===== src/rtl/if_stage_pkg.sv =====
// Shared definitions for the instruction-fetch stage: FSM encoding, NOP word,
// memory-size default and the PC legality helper.
package if_stage_pkg;

  localparam int          INSTR_MEM_SIZE = 128;
  localparam logic [31:0] NOP_INSTR      = 32'h0000_0000;

  typedef logic [1:0] fetch_state_t;

  localparam fetch_state_t ST_BOOT  = 2'd0;
  localparam fetch_state_t ST_RUN   = 2'd1;
  localparam fetch_state_t ST_FAULT = 2'd2;

  // A PC is usable only if word-aligned and a full word fits inside memory.
  function automatic logic pc_is_illegal(input logic [31:0] pc, input logic [31:0] mem_bytes);
    return (pc[1:0] != 2'b00) || (pc > (mem_bytes - 32'd4));
  endfunction

endpackage


===== src/rtl/if_stage_if_id_reg.sv =====
// IF/ID pipeline register: flush wins over hold; a flush inserts a NOP and
// clears valid while leaving the PC fields as they were.
module if_id_reg
  import if_stage_pkg::*;
(
  input  logic        clk,
  input  logic        rst_n,
  input  logic        hold,
  input  logic        flush,
  input  logic [31:0] instr,
  input  logic [31:0] pc,
  input  logic [31:0] pc_plus4,
  input  logic        valid,
  output logic [31:0] id_instr,
  output logic [31:0] id_pc,
  output logic [31:0] id_pc_plus4,
  output logic        id_valid
);

  logic [31:0] instr_r;
  logic [31:0] pc_r;
  logic [31:0] pc_plus4_r;
  logic        valid_r;

  // Pipeline register update: reset, flush, hold or load.
  always_ff @(posedge clk or negedge rst_n) begin
    if (!rst_n) begin
      instr_r    <= NOP_INSTR;
      pc_r       <= 32'h0000_0000;
      pc_plus4_r <= 32'h0000_0000;
      valid_r    <= 1'b0;
    end else if (flush) begin
      instr_r <= NOP_INSTR;
      valid_r <= 1'b0;
    end else if (!hold) begin
      instr_r    <= instr;
      pc_r       <= pc;
      pc_plus4_r <= pc_plus4;
      valid_r    <= valid;
    end
  end

  assign id_instr    = instr_r;
  assign id_pc       = pc_r;
  assign id_pc_plus4 = pc_plus4_r;
  assign id_valid    = valid_r;

endmodule


===== src/rtl/if_stage.sv =====
// Instruction-fetch stage: PC register, next-PC selection, legality check and
// BOOT/RUN/FAULT control feeding the IF/ID register.
module if_stage
  import if_stage_pkg::*;
#(
  parameter int          MEM_BYTES = INSTR_MEM_SIZE,
  parameter logic [31:0] RESET_PC  = 32'h0000_0000
) (
  input  logic        clk,
  input  logic        rst_n,
  output logic [31:0] Instr_addr,
  input  logic [31:0] Instruction,
  input  logic        stall,
  input  logic        redirect_valid,
  input  logic [31:0] redirect_target,
  output logic [31:0] id_instr,
  output logic [31:0] id_pc,
  output logic [31:0] id_pc_plus4,
  output logic        id_valid,
  output logic        fetch_fault,
  output logic [31:0] fetch_count
);

  localparam logic [31:0] MEM_BYTES_W = 32'(MEM_BYTES);

  fetch_state_t state_r;
  fetch_state_t next_state_s;
  logic [31:0]  pc_r;
  logic [31:0]  next_pc_s;
  logic [31:0]  pc_plus4_s;
  logic [31:0]  count_r;
  logic         fault_r;
  logic         pc_illegal_s;
  logic         hold_s;
  logic         flush_s;
  logic         advance_s;
  logic         set_fault_s;

  assign pc_plus4_s   = pc_r + 32'd4;
  assign pc_illegal_s = pc_is_illegal(pc_r, MEM_BYTES_W);

  // Next-state / next-PC selection; in RUN a bad PC outranks redirect and stall.
  always_comb begin
    next_state_s = state_r;
    next_pc_s    = pc_r;
    hold_s       = 1'b1;
    flush_s      = 1'b0;
    advance_s    = 1'b0;
    set_fault_s  = 1'b0;
    case (state_r)
      ST_BOOT: begin
        next_state_s = pc_illegal_s ? ST_FAULT : ST_RUN;
        set_fault_s  = pc_illegal_s;
      end
      ST_RUN: begin
        if (pc_illegal_s) begin
          next_state_s = ST_FAULT;
          set_fault_s  = 1'b1;
          flush_s      = 1'b1;
        end else if (redirect_valid) begin
          next_pc_s = redirect_target;
          flush_s   = 1'b1;
        end else if (stall) begin
          hold_s = 1'b1;
        end else begin
          next_pc_s = pc_plus4_s;
          hold_s    = 1'b0;
          advance_s = 1'b1;
        end
      end
      ST_FAULT: begin
        flush_s = 1'b1;
      end
      default: begin
        next_state_s = ST_FAULT;
        set_fault_s  = 1'b1;
        flush_s      = 1'b1;
      end
    endcase
  end

  // PC, FSM state, sticky fault flag and delivered-instruction counter.
  always_ff @(posedge clk or negedge rst_n) begin
    if (!rst_n) begin
      state_r <= ST_BOOT;
      pc_r    <= RESET_PC;
      fault_r <= 1'b0;
      count_r <= 32'h0000_0000;
    end else begin
      state_r <= next_state_s;
      pc_r    <= next_pc_s;
      fault_r <= fault_r | set_fault_s;
      count_r <= count_r + {31'd0, advance_s};
    end
  end

  if_id_reg u_if_id_reg (
    .clk         (clk),
    .rst_n       (rst_n),
    .hold        (hold_s),
    .flush       (flush_s),
    .instr       (Instruction),
    .pc          (pc_r),
    .pc_plus4    (pc_plus4_s),
    .valid       (1'b1),
    .id_instr    (id_instr),
    .id_pc       (id_pc),
    .id_pc_plus4 (id_pc_plus4),
    .id_valid    (id_valid)
  );

  assign Instr_addr  = pc_r;
  assign fetch_fault = fault_r;
  assign fetch_count = count_r;

endmodule


===== config.mk =====
export PLATFORM = sky130hd
export DESIGN_NAME = if_stage
export DESIGN_NICKNAME = d
export VERILOG_FILES = /design/src/rtl/if_stage_pkg.sv /design/src/rtl/if_stage_if_id_reg.sv /design/src/rtl/if_stage.sv
export SDC_FILE = /design/constraint.sdc
export NUM_CORES = 1
export LEC_CHECK = 0
export CAP_MARGIN = 20
export CORE_UTILIZATION = 45
export DETAILED_ROUTE_END_ITERATION = 6
export MAX_ROUTING_LAYER = met4
export PLACE_DENSITY_LB_ADDON = 0.12
export SYNTH_ARGS = -nofsm -noshare
export SYNTH_HDL_FRONTEND = slang
export SYNTH_SLANG_ARGS = --single-unit

===== constraint.sdc =====
create_clock -name clk -period 3.69 [get_ports clk]
set_clock_uncertainty 0.15 [all_clocks]
set_input_delay 0.5535 -clock clk [delete_from_list [all_inputs] [get_ports clk]]
set_output_delay 0.5535 -clock clk [all_outputs]
set_load 0.05 [all_outputs]

Yosys cells after proc, flatten, opt, wreduce, memory -nomap -nowiden. Cells that the tools add are included.

Logic and storage cells: 49. Output and inout port bits: 162. Bits of input ports: 68. Flip-flop bits (word level): 164.

Reduce and logical (&&, ||, !) cells: 6. Magnitude comparators: 1. Mux-type cells: 22. Bitwise logic cells: 5. Equal/unequal tests: 5. Add/sub/neg operators: 2.

Operators by type and width (count): 2-to-1 mux 32 bit (4); adder 32 x 1 -> 32 bit (1); adder 32 x 3 -> 32 bit (second input constant) (1); > comparator 32 x 7 -> 1 bit (second input constant) (1); 2-to-1 mux 1 bit (13); one-hot mux 2 bit (3 select lines) (1); 2-to-1 mux 2 bit (2); inequality test 2 bit (second input constant) (2); NOT 1 bit (4); AND reduction 2 bit (2); one-hot mux 1 bit (3 select lines) (1); AND reduction 3 bit (1); equality test 2 x 1 -> 1 bit (second input constant) (1); equality test 2 bit (second input constant) (1); zero test 2 bit (1); inequality test 2 x 1 -> 1 bit (second input constant) (1); one-hot mux 1 bit (2 select lines) (1); nonzero test 2 bit (1); logical OR 1 bit (1); OR 1 bit (1).

Logic depth before layout (Yosys ltp).
Word-level depth: 6. Mapped depth: 10. Mapped depth without buffers: 9.

Cells and area by module. A second synthesis with hierarchy kept.

Cell total of the unflattened synthesis: 584. Area, all modules: 7324.5 um2.

Modules (own cells, without submodules): if_id_reg (area each 3736.1 um2, instances 1, cells each 242); if_stage (area each 3588.4 um2, instances 1, cells each 342).

Least setup slack after synthesis. No wires, ideal clock.

Path type: register -> register. From: reg pc_r[22], in the netlist Instr_addr[22]. To: reg count_r[20], in the netlist fetch_count[20]. Required time: 3398 ps. Data arrival time: 3125 ps. Buffers on the path: 1. Cell stages (with the launch flop): 11. Setup slack: 273 ps. Cells stage by stage: dfrtp_1 nor4_1 nand4_2 buf_4 nor4_1 ha_1 ha_1 nand4_1 nor4_2 nand4_1 xnor2_1.

Longest elaborated chain between the ends: 5.

RTL lines: from (decl) (line if_stage.sv:28) `logic [31:0] pc_r;`; from (signal assigned) (line if_stage.sv:91) `pc_r <= next_pc_s;`; > comparator 32 x 7 -> 1 bit (line if_stage_pkg.sv:16) `return (pc[1:0] != 2'b00) || (pc > (mem_bytes - 32'd4));`; logical OR 1 bit (line if_stage_pkg.sv:16); 2-to-1 mux 1 bit (line if_stage.sv:56) `if (pc_illegal_s) begin`; 2-to-1 mux 1 bit (line if_stage.sv:50) `case (state_r)`; adder 32 x 1 -> 32 bit (line if_stage.sv:93) `count_r <= count_r + {31'd0, advance_s};`; to (signal assigned) (line if_stage.sv:93); to (decl) (line if_stage.sv:31) `logic [31:0] count_r;`.

No other way between the ends. A chain may end at the register's enable or synchronous reset.

Worst setup path in the final report.
From: reg pc_r[22], in the netlist Instr_addr[22]. To: reg count_r[30], in the netlist fetch_count[30].

Same word-level chain as after synthesis.

==> impl_metrics.ini <==
[clocking]
cts_buffer_depth = 2
cts_tree = yes
clk_pin_slew_ns = 0.06
ctsResizeCount = 0
numCtsBuffers = 17
h-tree-depth = 4
cts_setup_buffers = 0
cts_root_buf = clkbuf_16
cts_sinks = 162
clock_latency_ns = 0.42

[timing]
setup_viol = 0
worst_slew_pin_slew_ns = 0.661
hold_viol = 0
rsz0062_at_grt = false
fin_crit_ns = 3.20
drv_slew = 0
max_slew_margin_pct = 55.8
fin_ws_ns = 0.489
finalSetupTns_ns = 0
period_share_pct = 86.8
max_freq_mhz = 312

[job]
cap_violations = 0

[final_layout]
n_antenna_cell = 0
fillCellCount = 1021
layout-drive-gt1-share_pct = 10.6
areaGrowthSynthToFinish_pct = 48.5
fin_nets = 791
final_common_cell = clkdlybuf4s50_1
layout_common_cells = clkdlybuf4s50_1, dfrtp_1, nor2b_1

[drt]
detail_route.vias_per_cell = 5.26
drt-wirelength-per-cell_um = 17.6
routed_wl_um = 16000
via_count = 4804
drtAntennaViolNets = 0
drc = 0
dr.pass1.iters = 4
dr.first_iter.drc_count = 280

[logic_synthesis]
ys.flop_type = dfrtp_1
syn_area_um2 = 6400
synthArstFlopShare_pct = 100
yosysWarnings = 0
ys_types = 46
syn_area_per_cell_um2 = 13.0
ys_ff_latch = 162
syn_inst = 491
syn-num-nets = 562
ys_seq_area_share_pct = 63.3
synth-edff-count = 0

[place]
dpl_worst_slack_ns = 0.297
gp_congestion = 0.855
hpwl_um = 11000
io_buffers = 229

[grt]
grt_antenna_before_repair = 0
grt_util_all_layers_pct = 23.7
grt.overflow.total = 0
grt_max_degree = 89
grt_first_pass_wirelength_um = 25800
grt_pass1_vias = 4980

[setup_path]
r2r_setup_slack_ns = 0.49
crit_path_start = Instr_addr[22]
regToRegEndpoint = fetch_count[30]
endpoint_kind = flop
required_ns = 3.84
endpoint = fetch_count[30]
cp_slowest_cell = nor4_1
crit_chain = nor4_1 -> nand4_2 -> nor4_1 -> ha_1 -> ha_1 -> nand4_1 -> nor4_2 -> buf_4 -> nand4_1 -> xnor2_1
reg2reg_depth = 10
critPathMaxFanout = 8
rr_startpoint = Instr_addr[22]
max_stage_delay_ns = 0.47
critPathKind = reg -> reg
crit_path_start_kind = flop
cp.arrival_ns = 3.35

[floorplanning]
fp.dieW_um = 121
row_count = 43
core_area_um2 = 13900
die_h_um = 121
ioPinCount = 230
die-area_um2 = 14700
start_util_pct = 46.1

[worst_hold_path]
hold_class = reg -> reg
worstHoldPathCells = 1

[power_and_ir_drop]
ir_drop_mv = 0.259
p_leak_nw = 4.39
powerDensity_nw_per_um2 = 396

[status]
status = complete, no violations
==> layout make-up <==
| class | instances | area, um^2 | share of cell area, % |
|---|---|---|---|
| Sequential cell | 162 | 4050 | 42.7 |
| Timing Repair Buffer | 240 | 2400 | 25.3 |
| Multi-Input combinational cell | 292 | 2170 | 22.8 |
| Clock buffer | 17 | 425 | 4.48 |
| Tap cell | 180 | 225 | 2.37 |
| Clock inverter | 15 | 199 | 2.09 |
| Inverter | 7 | 26.3 | 0.276 |
==> metal layers <==
| metal | global-route usage [%] | vias to the layer above | routed length (um) |
|---|---|---|---|
| met4 | 10.8 | 0 | 422 |
| met2 | 36.2 | 172 | 7840 |
| met5 | - | - | 0 |
| met1 | 29.9 | 2392 | 6930 |
| li1 | - | 2212 | - |
| met3 | 5.64 | 28 | 849 |
==> through the flow <==
step / hold WS, ns / util (%) / power, mW / instance area, um^2 / std cells
2_1_floorplan: 0.108 / - / 1.83 / 6400 / 491
3_3_place_gp: 0.312 / 63.9 / 1.94 / 8870 / 880
3_5_place_dp: 0.322 / 63.9 / 1.95 / 8870 / 880
4_1_cts: 0.337 / 68.5 / 3.80 / 9500 / 913
5_1_grt: 0.354 / 68.5 / 3.88 / 9500 / 913
6_report: 0.331 / 68.5 / 3.76 / 9500 / 913
==> sequential cells by signal, summed over array words and instances (netlist names) <==
signal,count
fetch_fault,1
state_r,2
u_if_id_reg.id_valid,1
u_if_id_reg.id_pc_plus4,30
u_if_id_reg.id_instr,32
fetch_count,32
u_if_id_reg.id_pc,32
Instr_addr,32
==> repair_timing <==
action                                 4_1_cts  5_1_grt
hold buffers                                 1        0
endpoints found under the hold margin       42        0
setup endpoints to repair                    0        0
==> synthesized netlist by cell type, types with 7 or more instances <==
cell      number  share of area, %
a22o_1        32               4.4
a31o_2        18               2.5
and3_1         7              0.68
buf_2         10              0.78
buf_4         10               1.2
clkbuf_1      10              0.59
dfrtp_1      162                63
inv_1          7              0.41
mux2_1        10               1.8
nand2_1       23               1.3
nand3_1       18               1.4
nand4_1       14               1.4
nor2_1        10              0.59
nor2b_1       52               5.1
nor4_1        10              0.98
xnor2_1       27               3.7
xor2_1         7              0.96
==> worst max-delay path: cells and delay by family, from the launching register on <==
family,cells,cell delay [ns]
XOR/XNOR,1,0.16
buffers and inverters,1,0.19
flip-flops,1,0.41
adder cells (fa/ha/maj),2,0.56
AND/OR/NAND/NOR,6,1.62
==> worst min-delay path by stage <==
stage	startpoint	end	slack [ns]
after detailed placement	Instr_addr[16]	Instr_addr[16]	0.32
after global routing	u_if_id_reg.id_pc[6]	u_if_id_reg.id_pc[6]	0.35
after CTS	Instr_addr[16]	Instr_addr[16]	0.34
after global placement	Instr_addr[16]	Instr_addr[16]	0.31
final	Instr_addr[16]	Instr_addr[16]	0.33
after floorplan	rst_n	Instr_addr[0]	0.11
==> power breakdown <==
group | total, mW | internal, mW | switching, mW
combinational | 0.134 | 0.0731 | 0.0608
clock | 1.85 | 1.09 | 0.765
sequential | 1.78 | 1.78 | 0.000398
==> cells by family after synthesis <==
logic type	synth area share, %
muxes	2.44
AOI/OAI and AO/OA	10.3
xor gates and xnor gates	4.65
DFF	63.3
and+or+nand+nor	15.8
buffers and inverters	2.95
adders and majority gates	0.586
No activity file was read; power rests on OpenSTA's default activity.
